File: src/rtl/logger_rec_packer.sv
// Serialises one timestamp record per handshake into an ASCII hex line,
// written one byte per cycle into the logger FIFO.
module logger_rec_packer #(
  parameter int         ID_W         = 16,
  parameter int         TS_W         = 64,
  parameter int         HEX_LOWER    = 0,
  parameter logic [7:0] DELIM        = 8'h2C,
  parameter int         DROP_ON_FULL = 0,
  parameter int         DROP_CNT_W   = 16
) (
  input  logic                  clk,
  input  logic                  rst_n,
  input  logic                  ev_valid,
  output logic                  ev_ready,
  input  logic [ID_W-1:0]       ev_id,
  input  logic [TS_W-1:0]       ev_start,
  input  logic [TS_W-1:0]       ev_end,
  input  logic [TS_W-1:0]       ev_delta,
  input  logic [2:0]            cfg_field_en,
  input  logic                  cfg_crlf,
  output logic                  fifo_wr_en,
  output logic [7:0]            fifo_din,
  input  logic                  fifo_full,
  input  logic                  fifo_prog_full,
  output logic                  busy,
  output logic [DROP_CNT_W-1:0] drop_cnt
);

  localparam int         ID_NIB  = (ID_W + 3) / 4;
  localparam int         TS_NIB  = (TS_W + 3) / 4;
  localparam logic [3:0] ID_LAST = 4'(ID_NIB - 1);
  localparam logic [3:0] TS_LAST = 4'(TS_NIB - 1);

  typedef enum logic [2:0] {
    S_IDLE, S_ID, S_SEP, S_TS, S_TERM_CR, S_TERM_LF
  } state_t;

  state_t                state_q, state_d;
  logic [3:0]            idx_q, idx_d;
  logic [1:0]            fsel_q, fsel_d;
  logic [ID_W-1:0]       id_q, id_d;
  logic [TS_W-1:0]       start_q, start_d;
  logic [TS_W-1:0]       end_q, end_d;
  logic [TS_W-1:0]       delta_q, delta_d;
  logic [2:0]            fen_q, fen_d;
  logic                  crlf_q, crlf_d;
  logic [DROP_CNT_W-1:0] drop_cnt_q, drop_cnt_d;

  logic        can_take;
  logic        take;
  logic        drop;
  logic [63:0] nib_src;
  logic [3:0]  nib;
  logic [2:0]  nf;

  function automatic logic [7:0] hex_char(input logic [3:0] n);
    if (n < 4'd10) return 8'h30 + {4'h0, n};
    return ((HEX_LOWER != 0) ? 8'h61 : 8'h41) + {4'h0, n - 4'd10};
  endfunction

  // Returns {found, field} for the lowest enabled field at or above 'from'.
  function automatic logic [2:0] next_field(input logic [2:0] fen, input logic [2:0] from);
    logic [2:0] r;
    r = 3'b000;
    for (int i = 2; i >= 0; i--) begin
      if (fen[i] && (i >= int'(from))) r = {1'b1, 2'(i)};
    end
    return r;
  endfunction

  assign can_take = (state_q == S_IDLE) && !fifo_prog_full;
  assign ev_ready = (DROP_ON_FULL != 0) ? 1'b1 : can_take;
  assign take     = ev_valid && can_take;
  assign drop     = (DROP_ON_FULL != 0) && ev_valid && !can_take;
  assign busy     = (state_q != S_IDLE);
  assign drop_cnt = drop_cnt_q;

  always_comb begin
    case (fsel_q)
      2'd0:    nib_src = 64'(start_q);
      2'd1:    nib_src = 64'(end_q);
      default: nib_src = 64'(delta_q);
    endcase
    if (state_q != S_TS) nib_src = 64'(id_q);
    nib = nib_src[{idx_q, 2'b00} +: 4];
    nf  = next_field(fen_q, (state_q == S_TS) ? (3'(fsel_q) + 3'd1) : 3'd0);
  end

  always_comb begin
    state_d    = state_q;
    idx_d      = idx_q;
    fsel_d     = fsel_q;
    id_d       = id_q;
    start_d    = start_q;
    end_d      = end_q;
    delta_d    = delta_q;
    fen_d      = fen_q;
    crlf_d     = crlf_q;
    drop_cnt_d = drop_cnt_q;
    fifo_wr_en = 1'b0;
    fifo_din   = 8'h00;

    if (drop && (drop_cnt_q != '1)) drop_cnt_d = drop_cnt_q + DROP_CNT_W'(1);

    case (state_q)
      S_IDLE: begin
        if (take) begin
          state_d = S_ID;
          idx_d   = ID_LAST;
          id_d    = ev_id;
          start_d = ev_start;
          end_d   = ev_end;
          delta_d = ev_delta;
          fen_d   = cfg_field_en;
          crlf_d  = cfg_crlf;
        end
      end
      S_ID, S_TS: begin
        fifo_wr_en = !fifo_full;
        fifo_din   = hex_char(nib);
        if (!fifo_full) begin
          if (idx_q != 4'd0) begin
            idx_d = idx_q - 4'd1;
          end else if (nf[2]) begin
            state_d = S_SEP;
            fsel_d  = nf[1:0];
          end else begin
            state_d = crlf_q ? S_TERM_CR : S_TERM_LF;
          end
        end
      end
      S_SEP: begin
        fifo_wr_en = !fifo_full;
        fifo_din   = DELIM;
        if (!fifo_full) begin
          state_d = S_TS;
          idx_d   = TS_LAST;
        end
      end
      S_TERM_CR: begin
        fifo_wr_en = !fifo_full;
        fifo_din   = 8'h0D;
        if (!fifo_full) state_d = S_TERM_LF;
      end
      S_TERM_LF: begin
        fifo_wr_en = !fifo_full;
        fifo_din   = 8'h0A;
        if (!fifo_full) state_d = S_IDLE;
      end
      default: state_d = S_IDLE;
    endcase
  end

  always_ff @(posedge clk or negedge rst_n) begin
    if (!rst_n) begin
      state_q    <= S_IDLE;
      idx_q      <= 4'd0;
      fsel_q     <= 2'd0;
      id_q       <= '0;
      start_q    <= '0;
      end_q      <= '0;
      delta_q    <= '0;
      fen_q      <= 3'd0;
      crlf_q     <= 1'b0;
      drop_cnt_q <= '0;
    end else begin
      state_q    <= state_d;
      idx_q      <= idx_d;
      fsel_q     <= fsel_d;
      id_q       <= id_d;
      start_q    <= start_d;
      end_q      <= end_d;
      delta_q    <= delta_d;
      fen_q      <= fen_d;
      crlf_q     <= crlf_d;
      drop_cnt_q <= drop_cnt_d;
    end
  end

endmodule
File: config.mk
export PLATFORM = sky130hd
export DESIGN_NAME = logger_rec_packer
export DESIGN_NICKNAME = d
export VERILOG_FILES = /design/src/rtl/logger_rec_packer.sv
export SDC_FILE = /design/constraint.sdc
export NUM_CORES = 1
export LEC_CHECK = 0
export ABC_AREA = 1
export BUFFER_PORTS_ARGS = -buffer_cell sky130_fd_sc_hd__buf_4
export CAP_MARGIN = 20
export CORE_UTILIZATION = 57
export CTS_BUF_LIST = sky130_fd_sc_hd__clkbuf_8
export DETAILED_ROUTE_END_ITERATION = 7
export PLACE_DENSITY = 0.86
export SYNTH_ARGS = -nofsm -noshare
export SYNTH_HDL_FRONTEND = slang
export SYNTH_SLANG_ARGS = --single-unit
export TNS_END_PERCENT = 50
File: constraint.sdc
create_clock -name clk -period 5.5 [get_ports clk]
set_clock_uncertainty 0.15 [all_clocks]
set_input_delay 0 -clock clk [delete_from_list [all_inputs] [get_ports clk]]
set_output_delay 0 -clock clk [all_outputs]
set_load 0.03 [all_outputs]
==> results.txt, run 1 <==
status: complete, but fails checks
failing checks: DRC
CP Max Fanout: 35
Vias/cell: 5.67
Power Total: 8.05 mW
area share of the largest cell type after synthesis: 50.4%
via count: 12600
Critical Path Sink Type: primary output
RSZ-0062 raised after global routing: no
Worst Hold Class: in -> reg
Sw Share: 43.3%
post-CTS setup buffers: 0
number of global-route vias before repair: 13100
final setup vio count: 0
Synth Warn #: 0
Root Driver: clkbuf_8
CP startpoint kind: flop
port bufs: 226
CTS max path bufs: 3
htree depth: 2
chip width: 141 um
Power per Cell Area: 506 mW/mm2
Psw: 3.49 mW
Tmin final: 4310 ps
Starting Density: 58.5%
total congestion overflow: 0
Routability Congestion: 0.905
Synth area leaders: dfrtp_1, nand2_1, nand3_1
period utilization: 78.4%
actual slew at the worst max-slew pin: 1010 ps
worst reg2reg path endpoint: end_q[43]$_DFFE_PN0P_
Logic pwr share: 44.0%
sequential share of power: 36.4%
Core Area: 0.0188 mm2
Post-route DRC: 12
final worst slack: 1190 ps
hold depth: 4
Cell variety after synth: 36
clk_lat worst skew: 520 ps
FF-to-FF path depth: 9
Wirelength per Cell: 19.3 um
# Max-Cap Violations: 0
ys flop type: dfrtp_1
cts bufs inserted: 37
CP most frequent cell: nand2_1
clk sinks: 221
worst path cell trace: inv_1 > ha_2 > nor2_4 > buf_4 > buf_4 > nand2_1 > nand3_1 > nand2_1 > nand2_1 > nand2_1 > nand2_1 > nand2_1 > nand2_1 > nand2_1 > inv_2 > ha_1 > inv_1 > o41ai_1 > buf_4
Worst Setup Path Type: reg -> out
f_max: 0.232 GHz
Worst Path Required: 5350 ps
die area: 0.0198 mm2
initial antenna violation count: 1
max_slew headroom: 32.4%
Yosys reg bits: 221
cts repair resizes: 0
VDD IR max: 0.265 mV
Area Growth Syn to Fin: 45.1%
Cells after Synth: 1503
end of the worst hold path: start_q[23]$_DFFE_PN0P_
Detailed Place HPWL: 20900 um
dpl ws: 1850 ps
number of synthesized flops with an enable pin: 0
detailed-routing iteration count for the pre-antenna-repair pass: 8
R2R setup slack: 1920 ps
Slew Viols, Final: 0
Post-synth ARST share: 100%
clock transition at the registers of the reported paths: 70 ps
post-synthesis sequential area ratio: 50.4%
Mean Syn Cell Area: 7.30 um2
synthesized cell area: 0.0110 mm2
# IOs: 244
post-synth top area cell: dfrtp_1
initial DRC count: 1386
top-count cell post-synth: nand2_1
Final Routed Wirelength: 42800 um
Largest stage delay, worst path: 670 ps
Final #Nets: 2178
Site Rows: 50
fill count: 994
largest net degree at the start of global routing: 126
hold buffer count at cts: 254
clock share of power: 19.5%
antenna-violating nets left: 0
worst r2r src: state_q[0]$_DFFE_PN0P_
CTS tree: yes
Final Hold Viols: 0
GRT Util Overall: 43.7%
final core utilization: 84.8%
CP arrival: 4160 ps
total negative slack: 0 ps
min-delay src: ev_start[23]
Leakage: 8.55 nW
die height: 141 um
Internal: 4.56 mW
layout cells sized above 1: 15.9%
Worst path slowest cell: nor2_4
global-route wire length before repair: 66500 um
most common library cells after synthesis: nand2_1, dfrtp_1, nand3_1
==> placed cells by master, fill, tap and decap left out, drive strengths merged, types with 5 or more instances in the layout <==
cell         count
a21oi           52
a31oi            5
buf            238
clkbuf          49
clkinv           5
conb            17
dfrtp          221
dlygate4sd3    254
ha               8
inv             69
nand2          908
nand3           84
nor2            24
o21ai           26
or2              5
==> per-layer routing <==
layer	track usage, %	part of all wire, %
met1	49.2	34
met2	73.3	49
met3	10.5	9.5
met4	31.1	7.4
met5	0	0
==> kinds of logic after synthesis <==
family | after synthesis | synth area share [%]
AND/OR/NAND/NOR | 1028 | 36.9
flip-flops | 221 | 50.4
buffers and inverters | 154 | 7.23
AO/OA/AOI/OAI | 90 | 4.40
adder cells (fa/ha/maj) | 8 | 0.912
XOR/XNOR | 1 | 0.0799
other | 1 | 0.0342
==> registers in the layout, indices dropped and copies added (netlist names) <==
signal and flops:
delta_q 64, end_q 64, start_q 64, id_q 16, idx_q 4, fen_q 3
state_q 3, fsel_q 2, crlf_q 1
==> how the worst max path moves through the flow <==
stage | endpoint | depth (start not counted) | startpoint | slack [ps]
final | fifo_din[4] | 19 | fsel_q[0]$_DFFE_PN0P_ | 1190
after CTS | fifo_din[4] | 15 | fsel_q[0]$_DFFE_PN0P_ | 1280
after global placement | fifo_din[4] | 15 | fsel_q[0]$_DFFE_PN0P_ | 1930
after detailed placement | fifo_din[4] | 15 | fsel_q[0]$_DFFE_PN0P_ | 1850
after global routing | fifo_din[2] | 18 | fsel_q[0]$_DFFE_PN0P_ | 920
after floorplan | fifo_din[4] | 15 | fsel_q[0]$_DFFE_PN0P_ | 2370
==> power groups by stage <==
stage	Clock (mW)	Combinational, mW	Sequential, mW
2_1_floorplan	0	2.23	2.69
4_1_cts	1.54	3.31	2.85
3_3_place_gp	0	2.86	2.84
3_5_place_dp	0	2.96	2.86
5_1_grt	1.65	3.88	2.98
6_report	1.57	3.54	2.93
==> cell type report <==
cell class                 instances  area, um2  area share (%)
antenna                            2       5.00          0.0314
clock buffer                      49        674            4.24
clock inverter                    18        105           0.660
inverter                          57        219            1.38
multi-input combinational       1144       4720            29.7
sequential                       221       5530            34.7
tap                              234        293            1.84
timing repair buffer             492       4370            27.5
==> critical path: cells and delay by family (launching register included) <==
kind / cells / cell delay [ps]
AO/OA/AOI/OAI: 1 / 440
adder cells (fa/ha/maj): 2 / 390
buffers and inverters: 6 / 1090
flip-flops: 1 / 420
AND/OR/NAND/NOR: 10 / 1310
==> metrics by stage <==
step / instance area, um2 / std cells / hold slack (ps)
floorplan: 11000 / 1519 / -446
global placement: 12600 / 1893 / -51.0
detailed placement: 12600 / 1893 / -57.8
CTS: 15900 / 2214 / 42.7
global route: 15900 / 2216 / 74.9
finish: 15900 / 2217 / 64.5
No activity file was read; power rests on OpenSTA's default activity.
==> run 2, diff against run 1 <==
- ABC_AREA: 1 -> 0
- CORE_UTILIZATION: 57 -> 51
- PLACE_DENSITY: 0.86 -> 0.82
- clock period: 5.5 -> 3.5 ns (I/O delays scaled with it)
==> run 2 against run 1 <==
  * The flow finishes with violations (setup timing)
  * Global-route usage shrank 6.4 points
  * Via count shrank 21%
  * Die area grew 6.6%
  * Critical path depth shrank 6
  * Total power grew 81%
  * Clock power grew 48%
  * Worst setup slack lost 1700 ps
  * Sequential power grew 67%
  * Area after synthesis shrank 4.5%
  * Clock-buffer cell count shrank 3
  * Sequential share of layout area shrank 0.16 points
  * Critical endpoint is now fifo_din[2]
  * Largest cell class unchanged
==> results.txt, run 2 <==
status: complete, but fails checks (unchanged)
failing checks: setup timing (was DRC)
Mean Syn Cell Area: 12.7 um2 (was 7.30 um2)
die area: 0.0211 mm2 (was 0.0198 mm2)
worst reg2reg path endpoint: idx_q[0]$_DFFE_PN0P_ (was end_q[43]$_DFFE_PN0P_)
Tmin final: 3970 ps
dpl ws: 25.4 ps (was 1850 ps)
most frequent cells in the layout: buf_4, dfrtp_1, dlygate4sd3_1 (was nand2_1, dlygate4sd3_1, buf_4)
# IOs: 244 (unchanged)
Routability Congestion: 0.855 (was 0.905)
cts bufs inserted: 38 (was 37)
Synth Warn #: 0 (unchanged)
area share of the largest cell type after synthesis: 52.8% (was 50.4%)
actual slew at the worst max-slew pin: 1270 ps (was 1010 ps)
Power Total: 14.6 mW (was 8.05 mW)
Vias/cell: 6.18 (was 5.67)
number of global-route vias before repair: 10500 (was 13100)
Worst Hold Slack: 20.5 ps (was 64.5 ps)
Site Rows: 52 (was 50)
ys flop type: dfrtp_1 (unchanged)
VDD IR max: 0.496 mV (was 0.265 mV)
max_slew headroom: 15.3% (was 32.4%)
period utilization: 113%
Leakage: 7.29 nW (was 8.55 nW)
port bufs: 226 (unchanged)
Root Driver: clkbuf_8 (unchanged)
Power per Cell Area: 912 mW/mm2 (was 506 mW/mm2)
CP bufs+invs: 3 (was 6)
Post-synth ARST share: 100% (unchanged)
CP Max Fanout: 16 (was 35)
number of synthesized flops with an enable pin: 0 (unchanged)
worst r2r src: idx_q[0]$_DFFE_PN0P_ (was state_q[0]$_DFFE_PN0P_)
via count: 9899 (was 12600)
CTS max path bufs: 3 (unchanged)
CP startpoint: fsel_q[0]$_DFFE_PN0P_ (unchanged)
initial DRC count: 1136 (was 1386)
Cell variety after synth: 63 (was 36)
Worst path slowest cell: mux4_2 (was nor2_4)
clock transition at the registers of the reported paths: 70 ps (about the same)
detailed-routing iteration count for the pre-antenna-repair pass: 6 (was 8)
antenna-violating nets left: 0 (unchanged)
global-route wire length before repair: 59700 um (was 66500 um)
clk sinks: 221 (unchanged)
GRT Util Overall: 37.3% (was 43.7%)
clk_lat worst skew: 560 ps (was 520 ps)
Final Routed Wirelength: 40400 um (was 42800 um)
Synth area leaders: dfrtp_1, mux2_2, a22o_1 (was dfrtp_1, nand2_1, nand3_1)
critical path's top delay family: compound AO/OA/AOI/OAI gates (was simple AND/OR/NAND/NOR gates)
CTS tree: yes (unchanged)
total congestion overflow: 0 (unchanged)
synthesized cell area: 0.0105 mm2 (was 0.0110 mm2)
f_max: 0.252 GHz
Wirelength per Cell: 25.2 um (was 19.3 um)
Cells after Synth: 822 (was 1503)
worst path cell trace: ha_4 > buf_6 > a22oi_1 > o21ai_1 > mux4_2 > o211ai_1 > nand4_2 > inv_2 > ha_4 > xor2_2 > a211oi_2 > a21o_1 > buf_6 (was inv_1 > ha_2 > nor2_4 > buf_4 > buf_4 > nand2_1 > nand3_1 > nand2_1 > nand2_1 > nand2_1 > nand2_1 > nand2_1 > nand2_1 > nand2_1 > inv_2 > ha_1 > inv_1 > o41ai_1 > buf_4)
Final Hold Viols: 0 (unchanged)
FF-to-FF path depth: 5 (was 9)
Core Area: 0.0202 mm2 (was 0.0188 mm2)
Worst Hold Class: in -> async (was in -> reg)
largest net degree at the start of global routing: 213 (was 126)
Critical Path Sink Type: primary output (unchanged)
initial antenna violation count: 4 (was 1)
Worst Path Required: 3350 ps (was 5350 ps)
post-synthesis sequential area ratio: 52.8% (was 50.4%)
Largest stage delay, worst path: 490 ps (was 670 ps)
final setup vio count: 7 (was 0)
# Max-Cap Violations: 0 (unchanged)
Starting Density: 51.9% (was 58.5%)
Yosys reg bits: 221 (unchanged)
R2R setup slack: 610 ps (was 1920 ps)
Final #Nets: 1528 (was 2178)
total negative slack: -2770 ps (was 0 ps)
final worst slack: -466 ps (was 1190 ps)
chip width: 145 um (was 141 um)
Regs by FF count: delta_q (64), end_q (64), start_q (64) (unchanged)
most common library cells after synthesis: dfrtp_1, mux2_2, a22o_1 (was nand2_1, dfrtp_1, nand3_1)
Area Growth Syn to Fin: 52.7% (was 45.1%)
die height: 145 um (was 141 um)
CP startpoint kind: flop (unchanged)
top-count cell post-synth: dfrtp_1 (was nand2_1)
Post-route DRC: 0 (was 12)
post-synth top area cell: dfrtp_1 (unchanged)
layout cells sized above 1: 46.5% (was 15.9%)
Worst Setup Path Type: reg -> out (unchanged)
RSZ-0062 raised after global routing: yes (was no)
Detailed Place HPWL: 20100 um (was 20900 um)
CP arrival: 3820 ps (was 4160 ps)
Slew Viols, Final: 0 (unchanged)
htree depth: 2 (unchanged)
most common cell after layout, fill and taps aside: buf_4 (was nand2_1)
run 2: changes by cell type after synthesis, sizes merged, moves of 7 or more:
cell,change
a211oi,+20
a21oi,-26
a221oi,+16
a22o,+34
a22oi,+13
buf,-37
clkbuf,+18
inv,-42
mux2,+212
nand2,-878
nand2b,+7
nand3,-80
nor2,-10
run 2: per-stage QoR:
| stage | utilization, % | std cells | instance area (um2) |
|---|---|---|---|
| 6_report | 79.3 | 1602 | 16000 |
| 3_5_place_dp | 61.7 | 1281 | 12400 |
| 3_3_place_gp | 61.7 | 1281 | 12400 |
| 2_1_floorplan | - | 838 | 10500 |
| 4_1_cts | 78.5 | 1592 | 15800 |
| 5_1_grt | 79.3 | 1601 | 16000 |
run 2: routing by layer:
metal	part of all wire, %	vias to the layer above	wire (um)	track usage, %
met5	0	-	0	0
met4	6.8	0	2730	22.3
met3	10	246	4060	9.09
met2	49	821	19700	62.7
met1	34	4827	13900	43.3
li1	-	4005	-	-
run 2: what timing repair did:
item	4_1_cts	5_1_grt
hold endpoints to repair	349	0
hold buffers	216	0
endpoints found under the setup margin	7	7
pin swaps	26	28
gates cloned	5	0
buffers inserted	26	9
gates resized for setup	42	34
run 2: cell families after synthesis:
group | count (synthesis) | share of synthesized area (%)
other | 1 | 0.0358
AO/OA/AOI/OAI | 184 | 13.1
adder cells (fa/ha/maj) | 8 | 0.956
AND/OR/NAND/NOR | 95 | 4.79
multiplexers | 217 | 23.6
XOR/XNOR | 3 | 0.251
buffers and inverters | 93 | 4.48
flip-flops | 221 | 52.8
run 2: worst max-delay path by stage:
stage | endpoint | depth (start not counted)
3_5_place_dp | fifo_din[2] | 14
3_3_place_gp | fifo_din[2] | 14
4_1_cts | fifo_din[1] | 14
5_1_grt | fifo_din[2] | 15
6_report | fifo_din[2] | 13
2_1_floorplan | fifo_din[1] | 13
run 2: worst reg2reg max path, delay by kind of cell, from the launching register on:
| family | cells | cell delay (ps) |
|---|---|---|
| AO/OA/AOI/OAI | 1 | 500 |
| multiplexers | 1 | 140 |
| buffers and inverters | 2 | 970 |
| adder cells (fa/ha/maj) | 1 | 370 |
| flip-flops | 1 | 650 |
run 2: power by group:
| part | leakage [nW] | internal [mW] | total, mW | switching (mW) |
|---|---|---|---|---|
| clock network | 0.421 | 1.19 | 2.33 | 1.14 |
| registers | 2.69 | 3.82 | 4.88 | 1.07 |
| logic | 4.18 | 3.68 | 7.36 | 3.69 |
run 2: layout make-up:
| type | count | area (um2) |
|---|---|---|
| Antenna cell | 4 | 10.0 |
| Clock buffer | 46 | 633 |
| Clock inverter | 19 | 92.6 |
| Fill cell | 1019 | 4180 |
| Inverter | 15 | 56.3 |
| Multi-Input combinational cell | 525 | 4860 |
| Sequential cell | 221 | 5530 |
| Tap cell | 270 | 338 |
| Timing Repair Buffer | 502 | 4470 |
